===== config.mk =====
export PLATFORM = sky130hd
export DESIGN_NAME = riscv_instr_mem_responder
export DESIGN_NICKNAME = d
export VERILOG_FILES = /design/src/rtl/riscv_instr_mem_pkg.sv /design/src/rtl/riscv_resp_pipe.sv /design/src/rtl/riscv_instr_mem_responder.sv
export SDC_FILE = /design/constraint.sdc
export NUM_CORES = 1
export LEC_CHECK = 0
export BUFFER_PORTS_ARGS = -buffer_cell sky130_fd_sc_hd__buf_2
export CORE_AREA = 2 2 61 49
export DETAILED_ROUTE_END_ITERATION = 8
export DIE_AREA = 0 0 63 51
export HOLD_SLACK_MARGIN = 0.1
export PLACE_DENSITY = 0.83
export SYNTH_ARGS = -nofsm -noshare
export SYNTH_HDL_FRONTEND = slang
export SYNTH_SLANG_ARGS = --single-unit

===== constraint.sdc =====
create_clock -name clk -period 3.7 [get_ports clk]
set_input_delay 0.185 -clock clk [delete_from_list [all_inputs] [get_ports clk]]
set_output_delay 0.185 -clock clk [all_outputs]
set_load 0.01 [all_outputs]

===== src/rtl/riscv_instr_mem_pkg.sv =====
// Shared types and helpers for the instruction-memory responder.
//   resp_state_e     : grant FSM states
//   MAX_RESP_LATENCY : largest supported grant-to-rvalid latency
//   in_region()      : 33-bit range check of a byte address against a region
package riscv_instr_mem_pkg;

  localparam int MAX_RESP_LATENCY = 4;

  typedef enum logic {
    IDLE,
    WAIT
  } resp_state_e;

  // Region is [base, base + 4*2^aw). The 33-bit arithmetic keeps a region that
  // ends exactly at 4 GiB from wrapping to zero.
  function automatic logic in_region(input logic [31:0] addr,
                                     input logic [31:0] base,
                                     input int unsigned aw);
    logic [32:0] lo;
    logic [32:0] hi;
    lo = {1'b0, base};
    hi = lo + (33'd4 << aw);
    return ({1'b0, addr} >= lo) && ({1'b0, addr} < hi);
  endfunction

endpackage


===== src/rtl/riscv_resp_pipe.sv =====
// Fixed-latency response pipe. A push enters the valid shift register and
// emerges DEPTH cycles later. The data word arrives one cycle after its push
// (single-cycle SRAM read), so DEPTH==1 passes it straight through and
// DEPTH>1 registers it and walks it alongside its valid bit.
//   clk, rst_n : clock, async active-low reset
//   push       : start a response (one per grant)
//   push_data  : read data, valid the cycle after push
//   out_valid  : response valid, DEPTH cycles after push
//   out_data   : response data, forced to 0 when out_valid is low
//   busy       : any response in flight
module riscv_resp_pipe #(
  parameter int WIDTH = 32,
  parameter int DEPTH = 1
) (
  input  logic             clk,
  input  logic             rst_n,
  input  logic             push,
  input  logic [WIDTH-1:0] push_data,
  output logic             out_valid,
  output logic [WIDTH-1:0] out_data,
  output logic             busy
);

  logic [DEPTH-1:0] valid_q;
  logic [WIDTH-1:0] data_tail;

  // NOTE: state registers use non-blocking assignments so every stage samples
  // the pre-edge value of its predecessor; blocking here would collapse the
  // shift register into a single stage.
  always_ff @(posedge clk or negedge rst_n) begin
    if (!rst_n) begin
      valid_q <= '0;
    end else begin
      valid_q[0] <= push;
      for (int i = 1; i < DEPTH; i++) begin
        valid_q[i] <= valid_q[i-1];
      end
    end
  end

  generate
    if (DEPTH == 1) begin : g_direct
      assign data_tail = push_data;
    end else begin : g_regs
      // data_q[i] travels alongside valid_q[i+1].
      logic [WIDTH-1:0] data_q [DEPTH-1];

      // NOTE: the data stages carry no reset. Their contents only reach the
      // output while the matching valid bit is set, and valids are reset, so
      // stale data is never observable.
      always_ff @(posedge clk) begin
        if (valid_q[0]) data_q[0] <= push_data;
        for (int i = 1; i < DEPTH - 1; i++) begin
          if (valid_q[i]) data_q[i] <= data_q[i-1];
        end
      end

      assign data_tail = data_q[DEPTH-2];
    end
  endgenerate

  assign out_valid = valid_q[DEPTH-1];
  assign out_data  = out_valid ? data_tail : '0;
  assign busy      = |valid_q;

endmodule


===== src/rtl/riscv_instr_mem_responder.sv =====
// Responder end of the instruction fetch interface, in front of a
// single-port SRAM with a fixed one-cycle read. Inserts programmable grant
// wait-states, delivers responses after RESP_LATENCY cycles, and flags
// fetches outside the SRAM region on instr_err_pmp_o.
//   clk, rst_n       : clock, async active-low reset
//   instr_req_i      : fetch request
//   instr_addr_i     : byte address (bits [1:0] ignored), may change while waiting
//   instr_gnt_o      : request accepted this cycle
//   instr_err_pmp_o  : request to an address outside the region (never with gnt)
//   instr_rvalid_o   : response valid, one per grant, in order
//   instr_rdata_o    : response data, 0 when rvalid is low
//   gnt_stall_i      : wait-states before each grant (0 = same-cycle grant)
//   mem_req_o        : SRAM read enable (same as instr_gnt_o)
//   mem_addr_o       : SRAM word address
//   mem_rdata_i      : SRAM read data, valid the cycle after mem_req_o
//   busy_o           : FSM waiting or any response in flight
module riscv_instr_mem_responder
  import riscv_instr_mem_pkg::*;
#(
  parameter int          RDATA_WIDTH    = 32,
  parameter int          MEM_ADDR_WIDTH = 14,
  parameter logic [31:0] BASE_ADDR      = 32'h0000_8000,
  parameter int          RESP_LATENCY   = 1,
  parameter int          STALL_WIDTH    = 4
) (
  input  logic                      clk,
  input  logic                      rst_n,
  input  logic                      instr_req_i,
  input  logic [31:0]               instr_addr_i,
  output logic                      instr_gnt_o,
  output logic                      instr_err_pmp_o,
  output logic                      instr_rvalid_o,
  output logic [RDATA_WIDTH-1:0]    instr_rdata_o,
  input  logic [STALL_WIDTH-1:0]    gnt_stall_i,
  output logic                      mem_req_o,
  output logic [MEM_ADDR_WIDTH-1:0] mem_addr_o,
  input  logic [RDATA_WIDTH-1:0]    mem_rdata_i,
  output logic                      busy_o
);

  // The word offset is a true subtraction, so any word-aligned base works;
  // only word alignment and a sane latency are enforced.
  generate
    if (RESP_LATENCY < 1 || RESP_LATENCY > MAX_RESP_LATENCY) begin : g_bad_latency
      $error("RESP_LATENCY must be in 1..%0d", MAX_RESP_LATENCY);
    end
    if (BASE_ADDR[1:0] != 2'b00) begin : g_bad_base
      $error("BASE_ADDR must be word aligned");
    end
    if (MEM_ADDR_WIDTH < 1 || MEM_ADDR_WIDTH > 30) begin : g_bad_aw
      $error("MEM_ADDR_WIDTH must be in 1..30");
    end
  endgenerate

  resp_state_e            state_q, state_d;
  logic [STALL_WIDTH-1:0] cnt_q, cnt_d;
  logic                   in_range;
  logic                   fetch_ok;
  logic                   grant;
  logic                   pipe_busy;

  assign in_range        = in_region(instr_addr_i, BASE_ADDR, MEM_ADDR_WIDTH);
  assign fetch_ok        = instr_req_i & in_range;
  assign instr_err_pmp_o = instr_req_i & ~in_range;

  always_ff @(posedge clk or negedge rst_n) begin
    if (!rst_n) begin
      state_q <= IDLE;
      cnt_q   <= '0;
    end else begin
      state_q <= state_d;
      cnt_q   <= cnt_d;
    end
  end

  // NOTE: every output of this block is given a default before the case, so
  // paths that do not mention a signal cannot infer a latch.
  always_comb begin
    state_d = state_q;
    cnt_d   = cnt_q;
    grant   = 1'b0;
    case (state_q)
      IDLE: begin
        if (fetch_ok) begin
          if (gnt_stall_i == '0) begin
            grant = 1'b1;
          end else begin
            // Current cycle is the first wait-state.
            cnt_d   = gnt_stall_i - STALL_WIDTH'(1);
            state_d = WAIT;
          end
        end
      end
      WAIT: begin
        // A dropped request or a redirect out of range abandons the wait.
        if (!fetch_ok) begin
          state_d = IDLE;
        end else if (cnt_q != '0) begin
          cnt_d = cnt_q - STALL_WIDTH'(1);
        end else begin
          grant   = 1'b1;
          state_d = IDLE;
        end
      end
    endcase
  end

  assign instr_gnt_o = grant;
  assign mem_req_o   = grant;

  // Bits [1:0] of a word-aligned base are zero, so no borrow crosses into
  // bit 2 and the sliced subtraction equals (addr - base) >> 2 in range.
  assign mem_addr_o = instr_addr_i[MEM_ADDR_WIDTH+1:2] - BASE_ADDR[MEM_ADDR_WIDTH+1:2];

  riscv_resp_pipe #(
    .WIDTH (RDATA_WIDTH),
    .DEPTH (RESP_LATENCY)
  ) u_resp_pipe (
    .clk       (clk),
    .rst_n     (rst_n),
    .push      (grant),
    .push_data (mem_rdata_i),
    .out_valid (instr_rvalid_o),
    .out_data  (instr_rdata_o),
    .busy      (pipe_busy)
  );

  assign busy_o = (state_q != IDLE) | pipe_busy;

endmodule


==> results.tsv <==
stage	metric	value	unit
pwr	p_leak	0.729	nW
floorplanning	coreArea	0.00270	sq mm
route	drc	0	
critical_path	path_cells	buf_2 > or4_4 > nor4_4 > nand2_1 > nor2_1 > buf_2	
yosys	ys_ff_latch	6	
cts	clock_path_buffers	2	
critical_path	path_max_fanout	5	
yosys	ys_seq_area_share	19.9	%
cts	post-cts-setup-buffers	0	
pwr	internal-power	129	uW
global_route	grt_max_degree	35	
critical_path	slowest_stage	or4_4	
global_route	grt_antenna_before_repair	0	
global_route	first_global_vias	859	
critical_path	path_class	in -> out	
yosys	synth_cell_types	30	
critical_path	end_kind	primary output	
final_layout	layout.nets	246	
pwr	comb_power_share	24.6	%
critical_path	critPathLaunchType	primary input	
cts	insertion_delay	0.25	ns
pwr	clockPowerShare	36.6	%
cts	clkTransAtPathRegs	0.05	ns
pwr	p_per_area	145	mW/mm^2
job	cap_violations	0	
timing	final-setup-viol-count	0	
cts	cts_made_buffers	3	
timing	layout_setup_ws	1.86	ns
run_status	status	finished, final reports clean	
global_route	gr-total-overflow	0	
worst_hold_path	hold_path.class	in -> async	
timing	fin_crit_sh	49.7	%
route	firstDrtPassIters	4	
pwr	p_sw	40.7	uW
floorplanning	die-area	0.00321	sq mm
cts	cts_tree	done	
critical_path	arrival	1.65	ns
critical_path	crit_family	simple AND/OR/NAND/NOR gates	
timing	worst_slew_pin_slew	0.661	ns
timing	setup_tns	0	ns
critical_path	slowest_delay	0.53	ns
route	drt_iter0_markers	26	
timing	rsz0062_at_grt	no	
floorplanning	start_util	28.0	%
route	vias_per_cell	4.45	
place	place_hpwl	2250	um
global_route	track_usage	14.4	%
route	num_vias	934	
timing	max_freq	544	MHz
floorplanning	die_x	63	um
yosys	synth_fp_nets	166	
floorplanning	fp-row-count	17	
place	place_congestion	0.748	
timing	min_period	1.84	ns
yosys	netlist_area	756	sq um
place	pre_cts_ws	1.76	ns
route	wirelength	2540	um
route	ant_nets	0	
floorplanning	ioPinCount	122	
global_route	grt_pass1_wl	3670	um
cts	root_buffer	clkbuf_4	
timing	slew_headroom	55.9	%
critical_path	path_buf_inv	2	
final_layout	drive_gt1_share	59.9	%
timing	skew	0.00214	ns
pwr	vdd_ir_drop_max	76.2	uV
route	wire_per_inst	12.1	um
cts	ctsHtreeMaxLevel	1	
final_layout	n_antenna_cell	0	
pwr	swShare	24.0	%
cts	cts_resized	0	
yosys	synth.avg_cell_area	8.04	sq um
critical_path	cp_common_cell	buf_2	
final_layout	fill_cells	286	
yosys	synthCells	94	
final_layout	syn_to_final_growth	54.8	%
timing	drv_slew	0	
timing	hold_violations	0	
yosys	yosysWarnings	0	
place	io_buffers	93	
cts	cts.sinks	6	
floorplanning	die_h	51	um
pwr	seqPwrFrac	38.8	%
critical_path	cp_data_required_time	3.51	ns
==> metrics by stage <==
step                utilization [%]  instances  area (sq um)  total power, mW  hold WS, ns
floorplan                         -         94           756           0.0909       -0.111
global placement               42.1        206          1140            0.107       0.0136
detailed placement             42.1        206          1140            0.108       0.0174
CTS                            43.3        210          1170            0.171        0.285
global route                   43.3        210          1170            0.179        0.294
finish                         43.3        210          1170            0.170        0.289
==> logic make-up (layout without fill, tap and decap cells) <==
| logic type | count (synthesis) | in the layout | synth area share, % |
|---|---|---|---|
| buffers and inverters | 23 | 101 | 19.4 |
| adders and majority gates | 1 | 1 | 1.66 |
| and+or+nand+nor | 50 | 50 | 42.9 |
| xor gates and xnor gates | 1 | 1 | 1.16 |
| AOI/OAI and AO/OA | 8 | 8 | 7.62 |
| muxes | 5 | 5 | 7.45 |
| DFF | 6 | 6 | 19.9 |
==> power by group through the flow <==
stage                     Sequential (mW)  Combinational (mW)  Clock, mW
final                              0.0658              0.0417     0.0621
after global routing               0.0657              0.0465     0.0663
after CTS                          0.0658              0.0419     0.0635
after detailed placement           0.0668              0.0409          0
after global placement             0.0668              0.0397          0
after floorplan                    0.0669              0.0240          0
==> metal layers <==
| layer | GRT usage (%) | wire length [um] | part of all wire, % | vias up |
|---|---|---|---|---|
| li1 | - | - | - | 458 |
| met1 | 15.9 | 1010 | 40 | 409 |
| met2 | 26.4 | 1240 | 49 | 67 |
| met3 | 3.96 | 286 | 11 | 0 |
| met4 | 5.56 | 0 | 0 | 0 |
| met5 | 0 | 0 | 0 | - |
==> what timing repair did <==
action | 4_1_cts | 5_1_grt
hold endpoints to repair | 6 | 0
endpoints found under the setup margin | 0 | 0
hold buffers | 1 | 0
==> worst reg2reg max path, cell delays in order, from the launching register on <==
cell,delay (ns)
dfrtp_1,0.57
nor2_1,0.14
a22oi_1,0.26
and3_1,0.31
mux2_4,0.31
==> path summary, 6_finish.rpt <==
kind	from	end	slack [ns]	depth (start not counted)
worst max register to register	state_q	cnt_q[0]	2.00	4
max in group asynchronous	rst_n	state_q	3.26	2
worst min-delay path	rst_n	cnt_q[1]	0.29	2
min in group clk	instr_addr_i[17]	u_resp_pipe.busy	0.29	4
worst min register to register	cnt_q[3]	cnt_q[3]	0.54	2
worst max-delay path	instr_addr_i[31]	mem_req_o	1.86	6
==> sequential cells by signal, summed over array words and instances, names as in the netlist <==
register,count
cnt_q,4
u_resp_pipe.busy,1
state_q,1
==> cells in the mapped netlist, drive strengths merged <==
library cell,n,area (sq um)
a221oi,1,8.76
nor3,1,5.00
o221ai,1,8.76
a22oi,1,7.51
buf,15,116
or3b,1,8.76
and3,3,20.0
nand2,2,7.51
o31ai,2,15.0
inv,4,15.0
or2,1,6.26
dfrtp,6,150
nor2,3,11.3
ha,1,12.5
nand3,1,5.00
mux2,2,26.3
xor2,1,8.76
clkbuf,4,15.0
nor2b,1,6.26
a31oi,2,12.5
nor4,2,27.5
mux2i,3,30.0
and2,32,200
a21oi,1,5.00
or4,3,26.3
==> layout by cell type, fill, tap and decap left out, drive strengths merged, types with 2 or more instances in the layout <==
master,count
clkbuf,3
nor4,2
a31oi,2
nand2,2
and2,32
o31ai,2
and3,3
buf,93
mux2i,3
inv,4
mux2,2
dfrtp,6
nor2,3
or4,3
==> layout make-up <==
class / instances / area (sq um) / share of cell area, %
clock buffer: 3 / 22.5 / 1.93
inverter: 4 / 15.0 / 1.28
multi-input combinational: 65 / 459 / 39.3
sequential: 6 / 150 / 12.8
tap: 38 / 47.5 / 4.06
timing repair buffer: 94 / 475 / 40.6
No activity file was read; power rests on OpenSTA's default activity.
